<file path="src/rtl/iagc_sequencer_if.sv">
// IAGC sequencer bus: control inputs from the run controller's host and
// processor stages, plus the status/gain outputs it publishes.
interface iagc_sequencer_if #(
    parameter int IAGC_STATUS_SIZE = 4,
    parameter int QUOTIENT_SIZE    = 8,
    parameter int FRACTIONAL_SIZE  = 8
);
    logic                                     i_start;
    logic                                     i_abort;
    logic                                     i_inPhase;
    logic                                     i_ampUpdate;
    logic [QUOTIENT_SIZE-1:0]                 i_quotient;
    logic [FRACTIONAL_SIZE-1:0]               i_fractional;
    logic [IAGC_STATUS_SIZE-1:0]              o_iagcStatus;
    logic [QUOTIENT_SIZE+FRACTIONAL_SIZE-1:0] o_gain;
    logic                                     o_gainValid;
    logic                                     o_busy;
    logic                                     o_error;
    logic [1:0]                               o_retries;

    // Host / stimulus side
    modport master (
        output i_start, i_abort, i_inPhase, i_ampUpdate, i_quotient, i_fractional,
        input  o_iagcStatus, o_gain, o_gainValid, o_busy, o_error, o_retries
    );

    // Sequencer side
    modport slave (
        input  i_start, i_abort, i_inPhase, i_ampUpdate, i_quotient, i_fractional,
        output o_iagcStatus, o_gain, o_gainValid, o_busy, o_error, o_retries
    );
endinterface

</file>
<file path="src/rtl/iagc_sequencer.sv">
// IAGC run controller: phase lock -> amplitude capture -> division -> gain latch,
// with per-state timeouts, bounded retries and a registered status bus.
module iagc_sequencer #(
    parameter int IAGC_STATUS_SIZE = 4,
    parameter int QUOTIENT_SIZE    = 8,
    parameter int FRACTIONAL_SIZE  = 8,
    parameter int PHASE_TIMEOUT    = 100000,
    parameter int AMP_TIMEOUT      = 100000,
    parameter int DIV_WAIT         = 4,
    parameter int MAX_RETRIES      = 3
) (
    input logic             i_clock,
    input logic             i_resetn,
    iagc_sequencer_if.slave bus
);
    localparam int CNT_W  = 17;
    localparam int GAIN_W = QUOTIENT_SIZE + FRACTIONAL_SIZE;

    localparam logic [CNT_W-1:0] PHASE_LAST = CNT_W'(PHASE_TIMEOUT - 1);
    localparam logic [CNT_W-1:0] AMP_LAST   = CNT_W'(AMP_TIMEOUT - 1);
    localparam logic [CNT_W-1:0] DIV_LAST   = CNT_W'(DIV_WAIT - 1);
    localparam logic [7:0]       RETRY_MAX  = 8'(MAX_RETRIES);

    typedef enum logic [3:0] {
        ST_IDLE  = 4'd0,
        ST_PHASE = 4'd1,
        ST_AMP   = 4'd2,
        ST_DIV   = 4'd3,
        ST_DONE  = 4'd4,
        ST_ERROR = 4'd15
    } state_e;

    // Reset release synchroniser: assertion is immediate, release takes two edges.
    logic [1:0] rst_sync_q;
    logic [1:0] rst_sync_d;
    logic       rst_n;

    assign rst_sync_d = {rst_sync_q[0], 1'b1};
    assign rst_n      = rst_sync_q[1];

    // Two-flop release of the external reset
    always_ff @(posedge i_clock or negedge i_resetn) begin
        if (!i_resetn) rst_sync_q <= '0;
        else           rst_sync_q <= rst_sync_d;
    end

    state_e              state_q,    state_d;
    logic [CNT_W-1:0]    cnt_q,      cnt_d;
    logic [7:0]          retry_q,    retry_d;
    logic [GAIN_W-1:0]   gain_q,     gain_d;
    logic                gain_vld_q, gain_vld_d;
    logic                busy_q,     busy_d;
    logic                error_q,    error_d;
    logic                timeout;
    logic                restart;
    logic [CNT_W-1:0]    cnt_inc;

    // Counter saturates so it can never wrap while parked in IDLE/DONE/ERROR.
    assign cnt_inc = (cnt_q == {CNT_W{1'b1}}) ? cnt_q : cnt_q + 1'b1;

    // Next-state, counters and output values; abort overrides all state logic.
    always_comb begin
        state_d    = state_q;
        cnt_d      = cnt_inc;
        retry_d    = retry_q;
        gain_d     = gain_q;
        gain_vld_d = 1'b0;
        timeout    = 1'b0;
        restart    = 1'b0;

        if (bus.i_abort) begin
            state_d = ST_IDLE;
        end else begin
            case (state_q)
                ST_IDLE, ST_DONE, ST_ERROR: begin
                    if (bus.i_start) begin
                        state_d = ST_PHASE;
                        retry_d = '0;
                    end
                end
                ST_PHASE: begin
                    // Lock on the final cycle beats the timeout.
                    if (bus.i_inPhase)            state_d = ST_AMP;
                    else if (cnt_q == PHASE_LAST) timeout = 1'b1;
                end
                ST_AMP: begin
                    // Update on the final cycle beats the timeout; lock loss
                    // re-enters PHASE without consuming a retry.
                    if (bus.i_ampUpdate)        state_d = ST_DIV;
                    else if (!bus.i_inPhase)    state_d = ST_PHASE;
                    else if (cnt_q == AMP_LAST) timeout = 1'b1;
                end
                ST_DIV: begin
                    if (cnt_q == DIV_LAST) begin
                        state_d    = ST_DONE;
                        gain_d     = {bus.i_quotient, bus.i_fractional};
                        gain_vld_d = 1'b1;
                    end
                end
                default: state_d = ST_IDLE;
            endcase
        end

        if (timeout) begin
            if (retry_q < RETRY_MAX) begin
                retry_d = retry_q + 1'b1;
                state_d = ST_PHASE;
                restart = 1'b1;
            end else begin
                state_d = ST_ERROR;
            end
        end

        // A retry re-enters PHASE from PHASE, so it restarts the count too.
        if (state_d != state_q || restart) cnt_d = '0;

        busy_d  = (state_d == ST_PHASE) || (state_d == ST_AMP) || (state_d == ST_DIV);
        error_d = (state_d == ST_ERROR);
    end

    // Sequencer state and registered outputs
    always_ff @(posedge i_clock or negedge rst_n) begin
        if (!rst_n) begin
            state_q    <= ST_IDLE;
            cnt_q      <= '0;
            retry_q    <= '0;
            gain_q     <= '0;
            gain_vld_q <= 1'b0;
            busy_q     <= 1'b0;
            error_q    <= 1'b0;
        end else begin
            state_q    <= state_d;
            cnt_q      <= cnt_d;
            retry_q    <= retry_d;
            gain_q     <= gain_d;
            gain_vld_q <= gain_vld_d;
            busy_q     <= busy_d;
            error_q    <= error_d;
        end
    end

    assign bus.o_iagcStatus = IAGC_STATUS_SIZE'(state_q);
    assign bus.o_gain       = gain_q;
    assign bus.o_gainValid  = gain_vld_q;
    assign bus.o_busy       = busy_q;
    assign bus.o_error      = error_q;
    assign bus.o_retries    = (retry_q > 8'd3) ? 2'd3 : retry_q[1:0];

endmodule
</file>
<file path="src/flat_wrapper.sv">
// flat-port wrapper written by rule: the top's interface ports become plain ports
module iagc_sequencer_flat 
#(
    parameter int IAGC_STATUS_SIZE = 4,
    parameter int QUOTIENT_SIZE    = 8,
    parameter int FRACTIONAL_SIZE  = 8,
    parameter int PHASE_TIMEOUT    = 100000,
    parameter int AMP_TIMEOUT      = 100000,
    parameter int DIV_WAIT         = 4,
    parameter int MAX_RETRIES      = 3
)
  (i_clock, i_resetn, bus_i_start, bus_i_abort, bus_i_inPhase, bus_i_ampUpdate, bus_i_quotient, bus_i_fractional, bus_o_iagcStatus, bus_o_gain, bus_o_gainValid, bus_o_busy, bus_o_error, bus_o_retries);
  iagc_sequencer_if #(.IAGC_STATUS_SIZE(IAGC_STATUS_SIZE), .QUOTIENT_SIZE(QUOTIENT_SIZE), .FRACTIONAL_SIZE(FRACTIONAL_SIZE)) bus_i ();
  input logic i_clock;
  input logic i_resetn;
  input wire logic [$bits(bus_i.i_start)-1:0] bus_i_start;
  input wire logic [$bits(bus_i.i_abort)-1:0] bus_i_abort;
  input wire logic [$bits(bus_i.i_inPhase)-1:0] bus_i_inPhase;
  input wire logic [$bits(bus_i.i_ampUpdate)-1:0] bus_i_ampUpdate;
  input wire logic [$bits(bus_i.i_quotient)-1:0] bus_i_quotient;
  input wire logic [$bits(bus_i.i_fractional)-1:0] bus_i_fractional;
  output wire logic [$bits(bus_i.o_iagcStatus)-1:0] bus_o_iagcStatus;
  output wire logic [$bits(bus_i.o_gain)-1:0] bus_o_gain;
  output wire logic [$bits(bus_i.o_gainValid)-1:0] bus_o_gainValid;
  output wire logic [$bits(bus_i.o_busy)-1:0] bus_o_busy;
  output wire logic [$bits(bus_i.o_error)-1:0] bus_o_error;
  output wire logic [$bits(bus_i.o_retries)-1:0] bus_o_retries;
  assign bus_i.i_start = bus_i_start;
  assign bus_i.i_abort = bus_i_abort;
  assign bus_i.i_inPhase = bus_i_inPhase;
  assign bus_i.i_ampUpdate = bus_i_ampUpdate;
  assign bus_i.i_quotient = bus_i_quotient;
  assign bus_i.i_fractional = bus_i_fractional;
  assign bus_o_iagcStatus = bus_i.o_iagcStatus;
  assign bus_o_gain = bus_i.o_gain;
  assign bus_o_gainValid = bus_i.o_gainValid;
  assign bus_o_busy = bus_i.o_busy;
  assign bus_o_error = bus_i.o_error;
  assign bus_o_retries = bus_i.o_retries;
  iagc_sequencer #(.IAGC_STATUS_SIZE(IAGC_STATUS_SIZE), .QUOTIENT_SIZE(QUOTIENT_SIZE), .FRACTIONAL_SIZE(FRACTIONAL_SIZE), .PHASE_TIMEOUT(PHASE_TIMEOUT), .AMP_TIMEOUT(AMP_TIMEOUT), .DIV_WAIT(DIV_WAIT), .MAX_RETRIES(MAX_RETRIES)) u_core (.i_clock(i_clock), .i_resetn(i_resetn), .bus(bus_i));
endmodule
</file>
<file path="config.mk">
export PLATFORM = sky130hd
export DESIGN_NAME = iagc_sequencer_flat
export DESIGN_NICKNAME = d
export VERILOG_FILES = /design/src/rtl/iagc_sequencer_if.sv /design/src/rtl/iagc_sequencer.sv /design/src/flat_wrapper.sv
export SDC_FILE = /design/constraint.sdc
export NUM_CORES = 1
export LEC_CHECK = 0
export CAP_MARGIN = 20
export CELL_PAD_IN_SITES_DETAIL_PLACEMENT = 2
export CELL_PAD_IN_SITES_GLOBAL_PLACEMENT = 2
export CORE_MARGIN = 5
export CORE_UTILIZATION = 36
export CTS_CLUSTER_DIAMETER = 60
export DETAILED_ROUTE_END_ITERATION = 10
export GPL_ROUTABILITY_DRIVEN = 0
export PLACE_DENSITY = 0.88
export SETUP_SLACK_MARGIN = 0.05
export SLEW_MARGIN = 20
export SYNTH_ARGS = -nofsm -noshare
export SYNTH_HDL_FRONTEND = slang
export SYNTH_SLANG_ARGS = --single-unit
export TNS_END_PERCENT = 20
</file>
<file path="constraint.sdc">
create_clock -name i_clock -period 4.45 [get_ports i_clock]
set_input_delay 0.445 -clock i_clock [delete_from_list [all_inputs] [get_ports i_clock]]
set_output_delay 0.445 -clock i_clock [all_outputs]
set_load 0.01 [all_outputs]
</file>
==> metrics.yaml <==
status: "completed"
finalWorstPathRequiredPeriod_ns: 3.084
cts_setup_buffers: 0
fp.dieH_um: 93.12
relSlewSlack_pct: 38.16
clk_pin_slew_ns: 0.09
worstSetupPathType: "in2reg"
regArea_sq_mm: 0.001255
syn_inst: 219
max_freq_mhz: 324.2
avgSynthCellArea_sq_um: 11.36
cts_tree: "built"
coreArea_sq_mm: 0.006756
synth_cell_types: 55
clk_latency_ns: 0.31
hold_path.class: "in2async"
cts-resized-gates: 0
tns_ns: 0
cp_cell_sequence: "clkdlybuf4s50_1 -> or4b_1 -> or4_4 -> or2_4 -> a311oi_4 -> xnor2_1 -> nand4b_4 -> nor2_1"
synth_ff_type: "dfrtp_1"
p_leak_uw: 0.001321
fin_cells: 346
die_w_um: 93.12
fin_nets: 290
critPathTopFamily: "simple AND/OR/NAND/NOR gates"
rows: 30
drt-initial-drc-count: 97
cp.required_ns: 4.67
cts_made_buffers: 5
place_inst: 338
syn-num-nets: 244
drcViolationCount: 0
htree_num_levels: 2
yosys_warnings: 0
r2r-start: "u_core.cnt_q[12]"
n_antenna_cell: 0
ys_ff_latch: 50
avgRoutedWirePerCell_um: 19.17
cap_viol_max_count: 0
r2r-end: "u_core.cnt_q[11]"
grt_pass1_vias: 2030
viasPerCell: 5.263
seq_area_frac_synth_pct: 50.30
setup_viol: 0
p_per_area_mw_per_mm2: 341.6
yosysTopAreaCellShare_pct: 50.30
end_kind: "flop"
cts_hold_buf: 0
r2r_cells: 7
cts_buffer_depth: 2
cts_root_buffer: "clkbuf_8"
crit_path_max_fanout: 17
finalHoldViolations: 0
p_total_uw: 1057
dp_hpwl_um: 5023
ant_nets: 0
fin_skew_ns: 0.009448
drive_gt1_share_pct: 15.41
final_common_cell: "dfrtp_1"
start_util_pct: 36.81
r2r_slack_ns: 1.40
grt_usage_pct: 16.22
timing.final.crit_share_pct: 69.31
cts_num_sinks: 50
portBuffers: 46
first_pass_iters: 3
synth_edf_count: 0
synthesis.area_sq_mm: 0.002487
via_count: 1821
cp-start-kind: "primary input"
report.final.slew_viol_count: 0
async_flop_share_pct: 100.0
dieArea_sq_mm: 0.008671
io_pins: 47
rsz0062_at_grt: "no"
grt_pass1_wl_um: 10830
antenna_found_initial: 0
grt_overflow: 0
area_delta_synth_final_pct: 24.45
synthTopCellsByArea: "dfrtp_1 50%, mux2_2 7.7%, nor2_1 4.7%"
multi_input_area_sq_mm: 0.001144
yosys.area.top_type: "dfrtp_1"
arrival_ns: 3.30
worst_pin_slew_ns: 0.9256
layout_common_cells: "49 x dfrtp_1, 46 x clkdlybuf4s50_1, 31 x nor2_1"
drt_wl_total_um: 6632
cp_slowest_cell: "clkdlybuf4s50_1"
path_buf_inv: 1
ir_drop_uv: 170.2
grt_max_degree: 49
crit_path_max_incr_delay_ns: 0.54
num-fill-cells: 697
per-layer routing:
layer  routed length, um  part of all wire (%)  vias up  GRT usage, %
met3                 128                   1.9        6         3.057
met1                2721                    41      940         19.09
met5                   0                     0        -             0
li1                    -                     -      857             -
met4                  89                   1.3        0         4.762
met2                3693                    56       18         29.81
worst reg2reg max path, stage by stage, from the launching register on:
cell and delay (ns):
dfrtp_1 0.45, or4_1 0.57, or4_4 0.61, or2_4 0.30, a311oi_4 0.26, xnor2_1 0.23, nand4b_4 0.31, nor2_1 0.24
power breakdown:
group | total [uW] | switching [uW] | internal [uW]
combinational | 203 | 93.5 | 109
clock | 321 | 153 | 168
sequential | 533 | 42.5 | 491
total | 1060 | 289 | 768
stage by stage:
step	utilization, %	area, sq um	hold slack, ns	setup slack, ns
3_3_place_gp	44.15	2983	0.3432	1.186
4_1_cts	45.78	3093	0.2687	1.354
6_report	45.81	3095	0.2814	1.366
5_1_grt	45.81	3095	0.2581	1.183
3_5_place_dp	44.15	2983	0.3416	1.042
2_1_floorplan	-	2487	0.1494	1.714
area by class of cell:
| class | instances | share of cell area [%] |
|---|---|---|
| inverter | 5 | 0.6063 |
| clock buffer | 6 | 2.344 |
| sequential | 50 | 40.54 |
| timing repair buffer | 47 | 15.12 |
| clock inverter | 2 | 1.213 |
| tap | 80 | 3.234 |
| multi-input combinational | 156 | 36.94 |
worst max-delay path by stage:
stage / from / end / cells past startpoint
floorplan: u_core.bus.o_iagcStatus[2] / u_core.cnt_q[10] / 9
global placement: bus_i_abort / u_core.cnt_q[9] / 8
detailed placement: bus_i_abort / u_core.cnt_q[11] / 8
CTS: bus_i_abort / u_core.cnt_q[11] / 8
global route: bus_i_abort / u_core.cnt_q[11] / 8
finish: bus_i_abort / u_core.cnt_q[11] / 8
kinds of logic after synthesis:
family	after synthesis	synth area share, %
flip-flops	50	50.30
AO/OA/AOI/OAI	21	7.144
XOR/XNOR	16	5.634
buffers and inverters	13	3.722
multiplexers	20	8.903
AND/OR/NAND/NOR	95	22.64
adder cells (fa/ha/maj)	3	1.509
other	1	0.1508
flip-flops by register name (all words and copies together) (netlist names):
name and flops:
u_core.bus.o_busy 1, u_core.bus.o_error 1, u_core.bus.o_gain 16, u_core.bus.o_gainValid 1, u_core.bus.o_iagcStatus 4, u_core.cnt_q 17, u_core.retry_q 8, u_core.rst_sync_q 2
synth_stat cells, types with 3 or more instances:
cell type  instances
dfrtp_1           50
nor2_1            31
mux2_2            17
nor2b_1            9
nand3_1            8
xnor2_1            8
xor2_1             8
nand2_1            7
inv_1              5
o21ai_0            5
nand4_1            4
nor3_1             4
o31ai_1            4
or4_1              4
ha_1               3
mux2i_1            3
nand2b_1           3
Note: power is estimated with default switching activity, not from simulation.
